===== config.mk =====
export PLATFORM = sky130hd
export DESIGN_NAME = pipe_hazard_ctrl
export DESIGN_NICKNAME = d
export VERILOG_FILES = /design/src/rtl/pipe_pkg.sv /design/src/rtl/pipe_hazard_ctrl_hazard_detect.sv /design/src/rtl/pipe_hazard_ctrl.sv
export SDC_FILE = /design/constraint.sdc
export NUM_CORES = 1
export LEC_CHECK = 0
export CAP_MARGIN = 40
export CORE_AREA = 2 2 54 56
export DETAILED_ROUTE_END_ITERATION = 7
export DIE_AREA = 0 0 56 58
export GPL_TIMING_DRIVEN = 0
export PLACE_DENSITY_LB_ADDON = 0.12
export SYNTH_ARGS = -nofsm -noshare
export SYNTH_HDL_FRONTEND = slang
export SYNTH_HIERARCHICAL = 1
export SYNTH_SLANG_ARGS = --single-unit

===== constraint.sdc =====
create_clock -name clk -period 2.35 [get_ports clk]
set_input_delay 0.3525 -clock clk [delete_from_list [all_inputs] [get_ports clk]]
set_output_delay 0.3525 -clock clk [all_outputs]
set_load 0.05 [all_outputs]

===== src/rtl/pipe_pkg.sv =====
// Shared definitions for the pipeline hazard controller: FSM state encoding,
// default register-address width and counter widths.
package pipe_pkg;

    typedef enum logic [1:0] {
        ST_RUN        = 2'd0,
        ST_LOAD_STALL = 2'd1,
        ST_FLUSH      = 2'd2,
        ST_MEM_WAIT   = 2'd3
    } ctrl_state_t;

    localparam int REG_W_DEF = 5;
    localparam int PERF_W    = 16;
    localparam int CNT_W     = 3;
    localparam int TIMER_W   = 8;

endpackage


===== src/rtl/pipe_hazard_ctrl_hazard_detect.sv =====
// Load-use hazard compare: a load in EX whose destination feeds the
// instruction currently in ID. Register 0 never creates a dependency.
module hazard_detect
    import pipe_pkg::*;
#(
    parameter int REG_W = REG_W_DEF
) (
    input  logic             ex_mem_read,
    input  logic [REG_W-1:0] ex_rt,
    input  logic [REG_W-1:0] id_rs,
    input  logic [REG_W-1:0] id_rt,
    input  logic             id_uses_rt,
    output logic             hz
);

    // Hazard when the EX load writes a non-zero register read by ID
    always_comb begin
        hz = ex_mem_read && (ex_rt != '0) &&
             ((ex_rt == id_rs) || (id_uses_rt && (ex_rt == id_rt)));
    end

endmodule


===== src/rtl/pipe_hazard_ctrl.sv =====
// Central stall/flush sequencer for the 5-stage pipeline.
// Priority: data-memory wait, then taken-branch flush, then load-use stall.
// Outputs are combinational from state and inputs for zero-latency response.
// Optional build macro PIPE_CTRL_PERF_EN adds 16-bit saturating performance
// counters perf_stall, perf_flush and perf_wait.
module pipe_hazard_ctrl
    import pipe_pkg::*;
#(
    parameter int unsigned BR_PENALTY  = 1,
    parameter int unsigned MEM_TIMEOUT = 255,
    parameter int          REG_W       = REG_W_DEF
) (
    input  logic              clk,
    input  logic              rst_n,
    input  logic [REG_W-1:0]  id_rs,
    input  logic [REG_W-1:0]  id_rt,
    input  logic              id_uses_rt,
    input  logic              ex_mem_read,
    input  logic [REG_W-1:0]  ex_rt,
    input  logic              mem_branch_taken,
    input  logic              mem_req,
    input  logic              mem_ready,
    output logic              pc_write,
    output logic              if_id_write,
    output logic              if_id_flush,
    output logic              id_ex_disable,
    output logic              ex_mem_disable,
    output logic              pipe_freeze,
    output logic              mem_err,
    output logic [1:0]        ctrl_state
`ifdef PIPE_CTRL_PERF_EN
    ,
    output logic [PERF_W-1:0] perf_stall,
    output logic [PERF_W-1:0] perf_flush,
    output logic [PERF_W-1:0] perf_wait
`endif
);

    ctrl_state_t        state, state_nx;
    logic [CNT_W-1:0]   cnt, cnt_nx;
    logic [TIMER_W-1:0] timer, timer_sat;
    logic               timer_clr, timer_inc;
    logic               stall_hit;
    logic               hz;
    logic               wait_req;
    logic               apply_run, hz_en;

    hazard_detect #(.REG_W(REG_W)) u_hazard_detect (
        .ex_mem_read (ex_mem_read),
        .ex_rt       (ex_rt),
        .id_rs       (id_rs),
        .id_rt       (id_rt),
        .id_uses_rt  (id_uses_rt),
        .hz          (hz)
    );

    // Saturating timer increment value
    always_comb begin
        timer_sat = (timer == '1) ? timer : timer + TIMER_W'(1);
    end

    // Output decode and next-state logic; RUN rules are shared by RUN,
    // LOAD_STALL (without hazard detection) and the MEM_WAIT release cycle
    always_comb begin
        pc_write       = 1'b1;
        if_id_write    = 1'b1;
        if_id_flush    = 1'b0;
        id_ex_disable  = 1'b0;
        ex_mem_disable = 1'b0;
        pipe_freeze    = 1'b0;
        state_nx       = state;
        cnt_nx         = cnt;
        timer_clr      = 1'b0;
        timer_inc      = 1'b0;
        stall_hit      = 1'b0;
        apply_run      = 1'b0;
        hz_en          = 1'b0;
        wait_req       = mem_req && !mem_ready;

        case (state)
            ST_RUN: begin
                apply_run = 1'b1;
                hz_en     = 1'b1;
            end
            ST_LOAD_STALL: begin
                apply_run = 1'b1;
            end
            ST_FLUSH: begin
                if (wait_req) begin
                    // Memory wait freezes everything; the flush count holds
                    pc_write    = 1'b0;
                    if_id_write = 1'b0;
                    pipe_freeze = 1'b1;
                end else begin
                    if_id_flush = 1'b1;
                    if (cnt <= CNT_W'(1)) begin
                        state_nx = ST_RUN;
                        cnt_nx   = '0;
                    end else begin
                        cnt_nx = cnt - CNT_W'(1);
                    end
                end
            end
            ST_MEM_WAIT: begin
                if (!mem_ready) begin
                    pc_write    = 1'b0;
                    if_id_write = 1'b0;
                    pipe_freeze = 1'b1;
                    timer_inc   = 1'b1;
                end else begin
                    apply_run = 1'b1;
                    hz_en     = 1'b1;
                end
            end
            default: begin
                state_nx = ST_RUN;
            end
        endcase

        if (apply_run) begin
            state_nx = ST_RUN;
            if (wait_req) begin
                pc_write    = 1'b0;
                if_id_write = 1'b0;
                pipe_freeze = 1'b1;
                state_nx    = ST_MEM_WAIT;
                timer_clr   = 1'b1;
            end else if (mem_branch_taken) begin
                // Flush kills the hazarding instruction, so no stall follows
                if_id_flush    = 1'b1;
                id_ex_disable  = 1'b1;
                ex_mem_disable = 1'b1;
                pc_write       = 1'b1;
                if (BR_PENALTY > 0) begin
                    state_nx = ST_FLUSH;
                    cnt_nx   = CNT_W'(BR_PENALTY);
                end
            end else if (hz && hz_en) begin
                pc_write      = 1'b0;
                if_id_write   = 1'b0;
                id_ex_disable = 1'b1;
                state_nx      = ST_LOAD_STALL;
                stall_hit     = 1'b1;
            end
        end

        if (!rst_n) begin
            pc_write       = 1'b0;
            if_id_write    = 1'b0;
            if_id_flush    = 1'b1;
            id_ex_disable  = 1'b1;
            ex_mem_disable = 1'b1;
            pipe_freeze    = 1'b0;
            stall_hit      = 1'b0;
        end
    end

    // State, flush counter, wait timer and sticky timeout flag; mem_err is
    // set on the edge at which the wait timer reaches MEM_TIMEOUT
    always_ff @(posedge clk or negedge rst_n) begin
        if (!rst_n) begin
            state   <= ST_RUN;
            cnt     <= '0;
            timer   <= '0;
            mem_err <= 1'b0;
        end else begin
            state <= state_nx;
            cnt   <= cnt_nx;
            if (timer_clr) begin
                timer <= '0;
            end else if (timer_inc) begin
                timer <= timer_sat;
            end
            if (timer_inc && (32'(timer_sat) >= MEM_TIMEOUT)) begin
                mem_err <= 1'b1;
            end
        end
    end

    // Current state exported for observation
    always_comb begin
        ctrl_state = state;
    end

`ifdef PIPE_CTRL_PERF_EN
    function automatic logic [PERF_W-1:0] perf_inc(input logic [PERF_W-1:0] v);
        return (v == '1) ? v : v + PERF_W'(1);
    endfunction

    // Saturating event counters for stall, flush and freeze cycles
    always_ff @(posedge clk or negedge rst_n) begin
        if (!rst_n) begin
            perf_stall <= '0;
            perf_flush <= '0;
            perf_wait  <= '0;
        end else begin
            if (stall_hit)   perf_stall <= perf_inc(perf_stall);
            if (if_id_flush) perf_flush <= perf_inc(perf_flush);
            if (pipe_freeze) perf_wait  <= perf_inc(perf_wait);
        end
    end
`endif

endmodule


### After elaboration in Yosys (flattened, before gate mapping)

Index checks and enable logic that the tools add are counted.

| word-level totals | value |
|---|---|
| bits in registers | 14 |
| bits of input ports | 22 |
| output and inout bits | 9 |

| operators by class | value |
|---|---|
| add/sub/neg operators | 2 |
| magnitude comparators | 2 |
| eq/ne operators | 7 |
| mux-type cells | 52 |
| reduce and logical (&&, ||, !) cells | 15 |

Operator list:

| operator | number |
|---|---|
| 1-bit two-way mux | 33 |
| 8-bit two-way mux | 3 |
| 3-bit two-way mux | 6 |
| 2-bit two-way mux | 6 |
| 5-bit equality test | 2 |
| 8-bit by 1-bit adder with 8-bit output (second input constant) | 1 |
| 8-bit equality test (second input constant) | 1 |
| 8-bit >= comparator (second input constant) | 1 |
| 1-bit one-hot mux with 2 select lines | 4 |
| 1-bit logical AND | 6 |
| 2-bit nonzero test | 3 |
| 5-bit nonzero test | 1 |
| 2-bit equality test (second input constant) | 2 |
| 3-bit by 1-bit <= comparator with 1-bit output (second input constant) | 1 |
| 3-bit AND reduction | 1 |
| 3-bit by 1-bit subtractor with 3-bit output (second input constant) | 1 |
| 2-bit by 1-bit equality test with 1-bit output (second input constant) | 1 |
| 2-bit logical NOT | 1 |
| 2-bit by 1-bit inequality test with 1-bit output (second input constant) | 1 |
| 2-bit OR reduction | 1 |
| 1-bit logical NOT | 1 |
| 1-bit logical OR | 1 |

### Logic depth before layout (Yosys ltp)

Gate-level depths: netlist (run 1).

| logic depth | value |
|---|---|
| depth after elaboration | 10 |
| gate-level depth with buffers | 8 |

### Modules after synthesis

The synthesis (run 1) kept the hierarchy.

Modules (own cells, without submodules):

| module | times used | cells an instance | area each (um^2) |
|---|---|---|---|
| pipe_hazard_ctrl | 1 | 129 | 1137.3 |
| hazard_detect | 1 | 17 | 132.6 |

### Worst setup path after synthesis (run 1)

OpenSTA, ideal clock, no wires.

| path | value |
|---|---|
| kind | register to output |
| from | reg state[0] (netlist: ctrl_state[0]) |
| to | out id_ex_disable |
| arrival | 2698 ps |
| required time | 1997 ps |
| path slack | -700 ps |
| cell stages (with the launch flop) | 6 |
| path buffers | 1 |
| cell sequence | dfrtp_1 -> inv_1 -> ha_1 -> or2_2 -> buf_2 -> o31ai_1 |

| between the ends | value |
|---|---|
| longest elaborated chain between the ends | 8 |
| elaborated cells on any way between the ends | 12 |

Ends and longest elaborated chain:

| what | RTL line | source |
|---|---|---|
| from (decl) | pipe_hazard_ctrl.sv:39 | `ctrl_state_t state, state_nx;` |
| from (signal assigned) | pipe_hazard_ctrl.sv:167 | `state <= state_nx;` |
| 2-bit equality test or 2-bit logical NOT (tied branches) | pipe_hazard_ctrl.sv:80 | `case (state)` |
| 1-bit one-hot mux with 2 select lines | pipe_hazard_ctrl.sv:80 |  |
| 1-bit logical AND | pipe_hazard_ctrl.sv:138 | `end else if (hz && hz_en) begin` |
| 1-bit two-way mux | pipe_hazard_ctrl.sv:138 |  |
| 1-bit two-way mux | pipe_hazard_ctrl.sv:128 | `end else if (mem_branch_taken) begin` |
| 1-bit two-way mux | pipe_hazard_ctrl.sv:122 | `if (wait_req) begin` |
| 1-bit two-way mux (*) | pipe_hazard_ctrl.sv:120 | `if (apply_run) begin` |
| 1-bit two-way mux (*) | pipe_hazard_ctrl.sv:147 | `if (!rst_n) begin` |
| to (decl) | pipe_hazard_ctrl.sv:26 | `output logic id_ex_disable,` |

Mark *: on every way between the ends. The rest lies on a longest branch, timed or not.

### Worst setup path after layout (run 1)

| path | value |
|---|---|
| from | in ex_rt[3] |
| to | reg state[0] (netlist: ctrl_state[0]) |

| between the ends | value |
|---|---|
| longest elaborated chain between the ends | 9 |
| elaborated cells on any way between the ends | 12 |

Ends and longest elaborated chain:

| what | RTL line | source |
|---|---|---|
| from (decl) | pipe_hazard_ctrl.sv:19 | `input logic [REG_W-1:0] ex_rt,` |
| 5-bit equality test | pipe_hazard_ctrl_hazard_detect.sv:19 | `((ex_rt == id_rs) \|\| (id_uses_rt && (ex_rt == id_rt)));` |
| 1-bit logical AND | pipe_hazard_ctrl_hazard_detect.sv:19 |  |
| 1-bit logical OR | pipe_hazard_ctrl_hazard_detect.sv:19 |  |
| 1-bit logical AND (*) | pipe_hazard_ctrl_hazard_detect.sv:18 | `hz = ex_mem_read && (ex_rt != '0) &&` |
| via hz | pipe_hazard_ctrl.sv:44 | `logic hz;` |
| 1-bit logical AND (*) | pipe_hazard_ctrl.sv:138 |  |
| 1-bit two-way mux (*) | pipe_hazard_ctrl.sv:138 |  |
| 2-bit two-way mux (*) | pipe_hazard_ctrl.sv:128 |  |
| 2-bit two-way mux (*) | pipe_hazard_ctrl.sv:122 |  |
| 2-bit two-way mux (*) | pipe_hazard_ctrl.sv:120 |  |

Mark *: on every way through the listed nets, which the timed path passes. The rest lies on a longest branch.
A chain may end at the register's enable or synchronous reset.

==> results, run 1 <==
- The flow ran to the end, but the final reports show violations.
- The checks that failed: setup timing.
- The final weighted congestion of routability-driven global placement is around 0.84.
- In the global route stage, overall resource usage came out at a little over a fifth.
- The clock buffer count from CTS is 3.
- By area the synthesized netlist is led by dfrtp_1 (28%), ha_1 (7.9%), xor2_1 (4.8%).
- The synthesized design contains 14 register bits.
- Once the floorplan was initialized, standard cells occupied between 40 and 50% of the core.
- The peak supply drop is 0.671 mV.
- The most area-hungry cell type in the Yosys netlist is dfrtp_1.
- The share of the Yosys chip area taken by registers is 27.6%.
- The kind of start point of the critical path is an input port.
- The minimum setup slack after placement is -853 ps.
- The TritonCTS clock tree is yes.
- The total power is 1.70 mW.
- The count of distinct cell types in the synthesized netlist is 48.
- 31 I/O pins were placed.
- The maximum number of buffers from clock root to sink is 2.
- Setup repair after global routing could not meet its margin everywhere.
- Derived from the worst setup path, the maximum achievable clock frequency is 0.425 GHz.
- Counting tap cells, the placed design contains a total of 208 instances.
- The pin count of the biggest net entering global routing is 13.
- The routed design could run at a clock period as short as 2350 ps.
- The endpoint identified for the worst register-to-register timing path is ctrl_state[0]$_DFFE_PN0P_.
- For this run, asynchronously set or reset flops after synthesis account for 100%.
- For this design the static power due to leakage is a little under 0.8 nW.
- The per-cell via count in the routed design is 5.95.
- Along the worst path, the maximum fanout reaches 3.
- The clock reaches the later pin of the worst-skew pair after 290 ps.
- The worst hold-check path type is input port to asynchronous set/reset pin.
- The final cycle utilization of the critical path is 100%.
- The count of cells in the finished layout, fillers not included, comes to 222.
- CTS built an H-tree with a depth of 1.
- For flop-to-flop paths, the worst setup slack is 50 ps.
- Data on the critical path arrives at its endpoint at between 2000 and 3000 ps.
- The repair_antennas step left the layout with diodes totalling 0.
- The layout overhead on the synthesized area is 39.7%.
- The signal on the critical path passes through buf_6 > or4_4 > o21ai_2 > a21oi_1 > nand2b_1 > nor3_2 > buf_4 > buf_4 > buf_4 > buf_4 > buf_6 > buf_4 > buf_4 > buf_4 > o21ai_2 > a22oi_2.
- Dividing total power by cell area gives a power density of around 960 mW/mm^2.
- The global route total overflow is 0.
- Across all layers, the routed design uses 1321 vias.
- The global-route wire length before repair is 5.64 mm.
- By instance count, the leading cell after synthesis is dfrtp_1.
- Once detailed placement completed, the half-perimeter wirelength came to 2.32 mm.
- Summed over its instances, the top area cell type makes up 27.6% of the synthesized netlist area.
- The clock-pin slew reported for the worst setup and hold paths after clock tree synthesis is about 100 ps.
- After floorplanning, the core was divided into 19 placement rows.
- Counting every net in the synthesized netlist gives 176.
- The maximum single-stage delay on the critical path is 520 ps.
- Following the worst setup path forward leads to its endpoint at ctrl_state[0]$_DFFE_PN0P_.
- The final count of pins violating max slew is 0.
- The dominant cell type by count on the critical path is buf_4.
- Hold repair after CTS inserted 0 buffers.
- In this run the remaining antenna-violating nets after routing total 0.
- In the final layout, the share of cells above drive strength 1 is 30.9%.
- Setup violations remaining at the end of the flow were counted as 1.
- After detailed routing, the average wire length per cell comes to 15.0 um.
- In this run the worst setup path begins at ex_rt[3].
- The vertical die dimension is ~58 um.
- The number of cell instances on the worst register-to-register path is 14.
- The filler cell count is ~230.
- Wires add up to 3.33 mm.
- The die is 56 um wide.
- The critical setup path kind is input port to flop.
- During placement, the flow inserted port buffers numbering 30.
- At the pin with the least slew margin, the transition time is 585 ps.
- The commonest cells after synthesis are dfrtp_1 (14), nor2_1 (13), nand3_1 (9).
- The net count of the finished layout is 222.
- The synthesized design contains 0 enable-type register cells.
- The capturing element type of the critical path is a flop.
- The number of max-capacitance violations reported is 0.
- The worst setup skew after layout is around 3.6 ps.
- The headroom to the max-slew limit is between 60% and 70%.
- The count of mapped cells out of synthesis is 146.
- The dominant register cell in the synthesized netlist is dfrtp_1.
- The tree is rooted in a clkbuf_4.
- The remaining design rule violation count is 0.
- The critical path required time is 2520 ps.
- The final hold violation count came to 0.
- The start of the worst register-to-register path is ctrl_state[0]$_DFFE_PN0P_.
- The number of sinks on the clock net is 14.
- The core region is around 0.0027 mm^2.
- For this run, the detailed router's first-pass iteration total came to 5.
- The mean cell area of the mapped netlist is 8.70 um^2.
- The number of global-route vias before repair is between 1000 and 1500.
- The area of the die is between 0.003 and 0.004 mm^2.
- The number of antenna violations at the first check in global routing was 0.
- The Yosys step of the flow raised 6 warnings.
- After synthesis the cells add up to between 0.001 and 0.0015 mm^2.
- Among all stages on the critical path, the largest delay is contributed by or4_4.
- The violation count after the first detailed-routing iteration is 59.
- The final worst setup slack is -0.599 ps.
## sequential cells by signal, indices dropped and copies added, names as in the netlist
register and cells:
mem_err 1, ctrl_state 2, timer 8, cnt 3
## placed cells by master (no fill, tap or decap), drive strengths merged, types with 7 or more instances in the layout
master,count
dfrtp,14
o21ai,7
clkdlybuf4s50,10
nor2,13
a21oi,8
nand2,8
nand3,10
nor3,8
buf,27
clkbuf,8
xor2,7
ha,8
## worst min-delay path by stage
stage,cells after the start,slack [ps],to
after floorplan,0,60,cnt[0]$_DFF_PN0_
after global placement,1,460,mem_err$_DFFE_PN0P_
after detailed placement,1,460,mem_err$_DFFE_PN0P_
after CTS,1,390,timer[2]$_DFFE_PN0P_
after global routing,1,400,timer[2]$_DFFE_PN0P_
final,1,380,timer[0]$_DFFE_PN0P_
## critical path: cells and delay by family
family / cells / cell delay, ps
AO/OA/AOI/OAI: 4 / 370
AND/OR/NAND/NOR: 3 / 720
buffers and inverters: 9 / 1060
## logic make-up after synthesis
logic type	synth area share (%)
AOI/OAI and AO/OA	20.1
xor gates and xnor gates	8.28
adders and majority gates	7.88
buffers and inverters	6.40
DFF	27.6
muxes	3.15
and+or+nand+nor	26.6
## metal layers
metal  wire length [um]  GRT usage, %  vias up
li1                   -             -      632
met1               1400          26.6      620
met2               1650          37.3       60
met3                210          4.91        9
met4                 64          8.84        0
met5                  0             0        -
## report_power, final
| part | switching [mW] | internal, mW | leakage [nW] |
|---|---|---|---|
| registers | 0.0905 | 0.318 | 0.182 |
| clock network | 0.0906 | 0.0944 | 0.0210 |
| logic | 0.662 | 0.447 | 0.571 |
| total | 0.843 | 0.859 | 0.774 |
## cell type report
class	instances	area [um^2]	area share, %
plain buffers	5	55.1	3.10
clock buffers	4	36.3	2.05
inverters	6	22.5	1.27
multi-input cells	120	898	50.6
flip-flops and latches	14	353	19.9
well taps	31	38.8	2.19
repair buffers	42	370	20.9
## per-stage QoR
| step | hold slack, ps | util (%) | area [um^2] | setup TNS [ps] |
|---|---|---|---|---|
| final | 381 | 66.6 | 1770 | -0.599 |
| after global routing | 404 | 66.6 | 1770 | -199 |
| after CTS | 387 | 65.3 | 1740 | -2.43 |
| after detailed placement | 462 | 61.7 | 1640 | -3840 |
| after global placement | 462 | 61.1 | 1630 | -3980 |
| after floorplan | 56.9 | - | 1290 | -23.3 |
## what timing repair did
item	4_1_cts	5_1_grt
setup endpoints to repair	6	7
resized for setup	67	31
buffers inserted	9	3
cloned	0	0
pin swaps	11	14
Note: power is estimated with default switching activity, not from simulation.
==> inputs of run 2 (changes only) <==
--- a/config.mk
+++ b/config.mk
@@ -5,7 +5,7 @@
 export SDC_FILE = /design/constraint.sdc
 export NUM_CORES = 1
 export LEC_CHECK = 0
-export CAP_MARGIN = 40
+export CAP_MARGIN = 20
 export CORE_AREA = 2 2 54 56
 export DETAILED_ROUTE_END_ITERATION = 7
 export DIE_AREA = 0 0 56 58
==> constraint.sdc (replaced) <==
create_clock -name clk -period 2.23 [get_ports clk]
set_input_delay 0.3345 -clock clk [delete_from_list [all_inputs] [get_ports clk]]
set_output_delay 0.3345 -clock clk [all_outputs]
set_load 0.05 [all_outputs]
==> results, run 2 (same netlist as run 1, synthesis figures left out) <==
- The final cycle utilization of the critical path is 102%.
- The total of endpoints with negative setup slack in the final report is 2.
- The TritonCTS clock tree is yes.
- For the worst-skew pair, the clock arrives at the later sink with an insertion delay of 290 ps.
- The deepest level of the CTS H-tree is 1.
- The initial standard-cell utilization of the core is 47.7%.
- 31 I/O pins were placed.
- The number of antenna cells inserted is 0.
- The checks that failed: setup timing.
- The transition at the pin with the smallest max-transition slack is 927 ps.
- The number of antenna violations at the first check in global routing is 0.
- The register with the most flip-flops in the final layout is timer.
- The final hold violation count came to 0.
- The share of final-layout standard cells stronger than drive strength 1 is 34.4%.
- The flow ran to the end, but the final reports show violations.
- The number of clock buffers added by TritonCTS is 3.
- The first-pass iteration count of the detailed router is 5.
- The critical path data arrival time is 1940 ps.
- The number of global-route vias before repair came to 1250.
- Across the run, the number of max-cap violations was 0.
- The final count of pins violating max slew is 0.
- The total global routing track utilization is 22.2%.
- After the first detailed-routing iteration, the DRC count stood at 29.
- The finished layout holds 220 standard cells, fillers aside.
- The clock passes through at most 2 buffers.
- The root cell of the clock tree is clkbuf_4.
- For the worst setup path, the data required time is roughly 1900 ps.
- The slowest stage cell on the critical path is dfrtp_2.
- After layout, the worst setup slack is -45.3 ps.
- The register with the most flip-flops in the layout has 8 of them.
- The cell total after placement is 207.
- Along the worst path, the maximum fanout reaches 5.
- After floorplanning, the core was divided into 19 placement rows.
- The final weighted congestion of routability-driven global placement is between 0.8 and 0.9.
- The clock-pin slew reported for the worst setup and hold paths after clock tree synthesis is roughly 90 ps.
- In the layout the commonest cells are buf_4 (15), nor2_1 (12), dfrtp_1 (12).
- The maximum single-stage delay on the critical path is 450 ps.
- In the routed layout, each cell is associated on average with a via count of 5.89.
- The post-route minimum period is between 2000 and 2500 ps.
- The total power is 1.96 mW.
- The number of sinks on the clock net is 14.
- The final route contains roughly 1300 vias.
- The headroom to the max-slew limit is 38.2%.
- The wire-length estimate of the detail-placed layout is 2.31 mm.
- The kind of start point of the critical path is a flop.
- The count of nets left with antenna violations once routing finished came out at 0.
- The area of the die is 0.00325 mm^2.
- The utilization of the core after routing is around 70%.
- Among cell families on the critical path, the largest total delay comes from compound AO/OA/AOI/OAI gates.
- The count of input and output buffers is 30.
- The static leakage is 0.769 nW.
- The capturing element type of the critical path is an output pin.
- The first global-routing pass estimated approximately 5.7 mm of wire.
- The worst hold-check path type is input port to asynchronous set/reset pin.
- The core region is about 0.0027 mm^2.
- IR analysis of the VDD net gives a maximum drop of 0.828 mV.
- The setup path with the least slack is of type flop to output pin.
- The vertical die dimension is 58 um.
- The signal on the critical path passes through inv_2 > ha_4 > a211oi_4 > nor2_4 > and3_4 > o21a_1 > buf_6.
- The pin count of the biggest net entering global routing is 21.
- For this run, the top clock speed supported by timing is about 0.44 GHz.
- The combined buffer and inverter count along the critical path is 2.
- Clock skew on the completed layout was measured at between 2 and 3 ps.
- In the final routed layout, each cell accounts on average for 16.2 um.
- Setup repair after global routing could not meet its margin everywhere.
- The die is 56 um wide.
- The layout overhead on the synthesized area is 44.8%.
- For this run the aggregate overflow at the end of global routing stands at 0.
- After detailed routing, the number of remaining DRC violations is 0.
- Summed over all layers, the routed wires come to approximately 3.6 mm.
- The most frequent standard cell in the layout excluding fill and tap cells is buf_4.
- The power density of the placed cells is 1070 mW/mm^2.
- The net count of the finished layout is 220.
[run 2: cell type report]
type / instances / area, um^2
multi-input cells: 120 / 977
fillers: 221 / 823
clock buffers: 4 / 36.3
inverters: 6 / 25.0
well taps: 31 / 38.8
repair buffers: 41 / 359
flip-flops and latches: 14 / 353
plain buffers: 4 / 50.0
[run 2: report_power, final]
group | internal, mW | switching [mW]
registers | 0.335 | 0.105
clock network | 0.0996 | 0.0937
logic | 0.567 | 0.760
total | 1.00 | 0.959
[run 2: path summary, 6_finish.rpt]
kind | from | end | slack [ps] | cells past startpoint
min | rst_n | mem_err$_DFFE_PN0P_ | 280 | 1
min reg2reg | mem_err$_DFFE_PN0P_ | mem_err$_DFFE_PN0P_ | 480 | 1
max | ctrl_state[1]$_DFFE_PN0P_ | pc_write | -50 | 7
min in group clk | mem_err$_DFFE_PN0P_ | mem_err$_DFFE_PN0P_ | 480 | 1
max reg2reg | ctrl_state[0]$_DFFE_PN0P_ | ctrl_state[0]$_DFFE_PN0P_ | -20 | 12
max in group asynchronous | rst_n | ctrl_state[0]$_DFFE_PN0P_ | 1320 | 1
[run 2: repair_timing]
action / in CTS / in global routing
setup buffers: 7 / 4
pin swaps: 20 / 12
hold buffers: 0 / 0
setup endpoints to repair: 6 / 7
gates resized for setup: 92 / 35
[run 2: per-stage QoR]
stage                     setup WS, ps  TNS, ps  hold WS [ps]  cell area [um^2]
after floorplan                   48.7        0          38.9              1290
after global placement            -909    -4490           458              1630
after detailed placement          -973    -4620           462              1630
after CTS                        -42.9    -57.6           306              1710
after global routing              -127     -550           325              1840
final                            -45.3    -72.4           283              1840
[run 2: routing by layer]
metal,vias up,global-route usage [%],wire [um]
li1,631,-,-
met5,-,0,0
met2,37,38.7,1820
met1,617,28.2,1520
met3,11,2.68,126
met4,0,9.18,89
[run 2: worst reg2reg max path, stage by stage (launching register included)]
cell and delay (ps):
dfrtp_2 480, ha_4 210, a21oi_2 260, nor3_4 80, buf_4 140, buf_4 120, buf_4 120, buf_4 120
buf_4 120, buf_4 120, buf_4 130, o21ai_2 160, a22oi_2 80
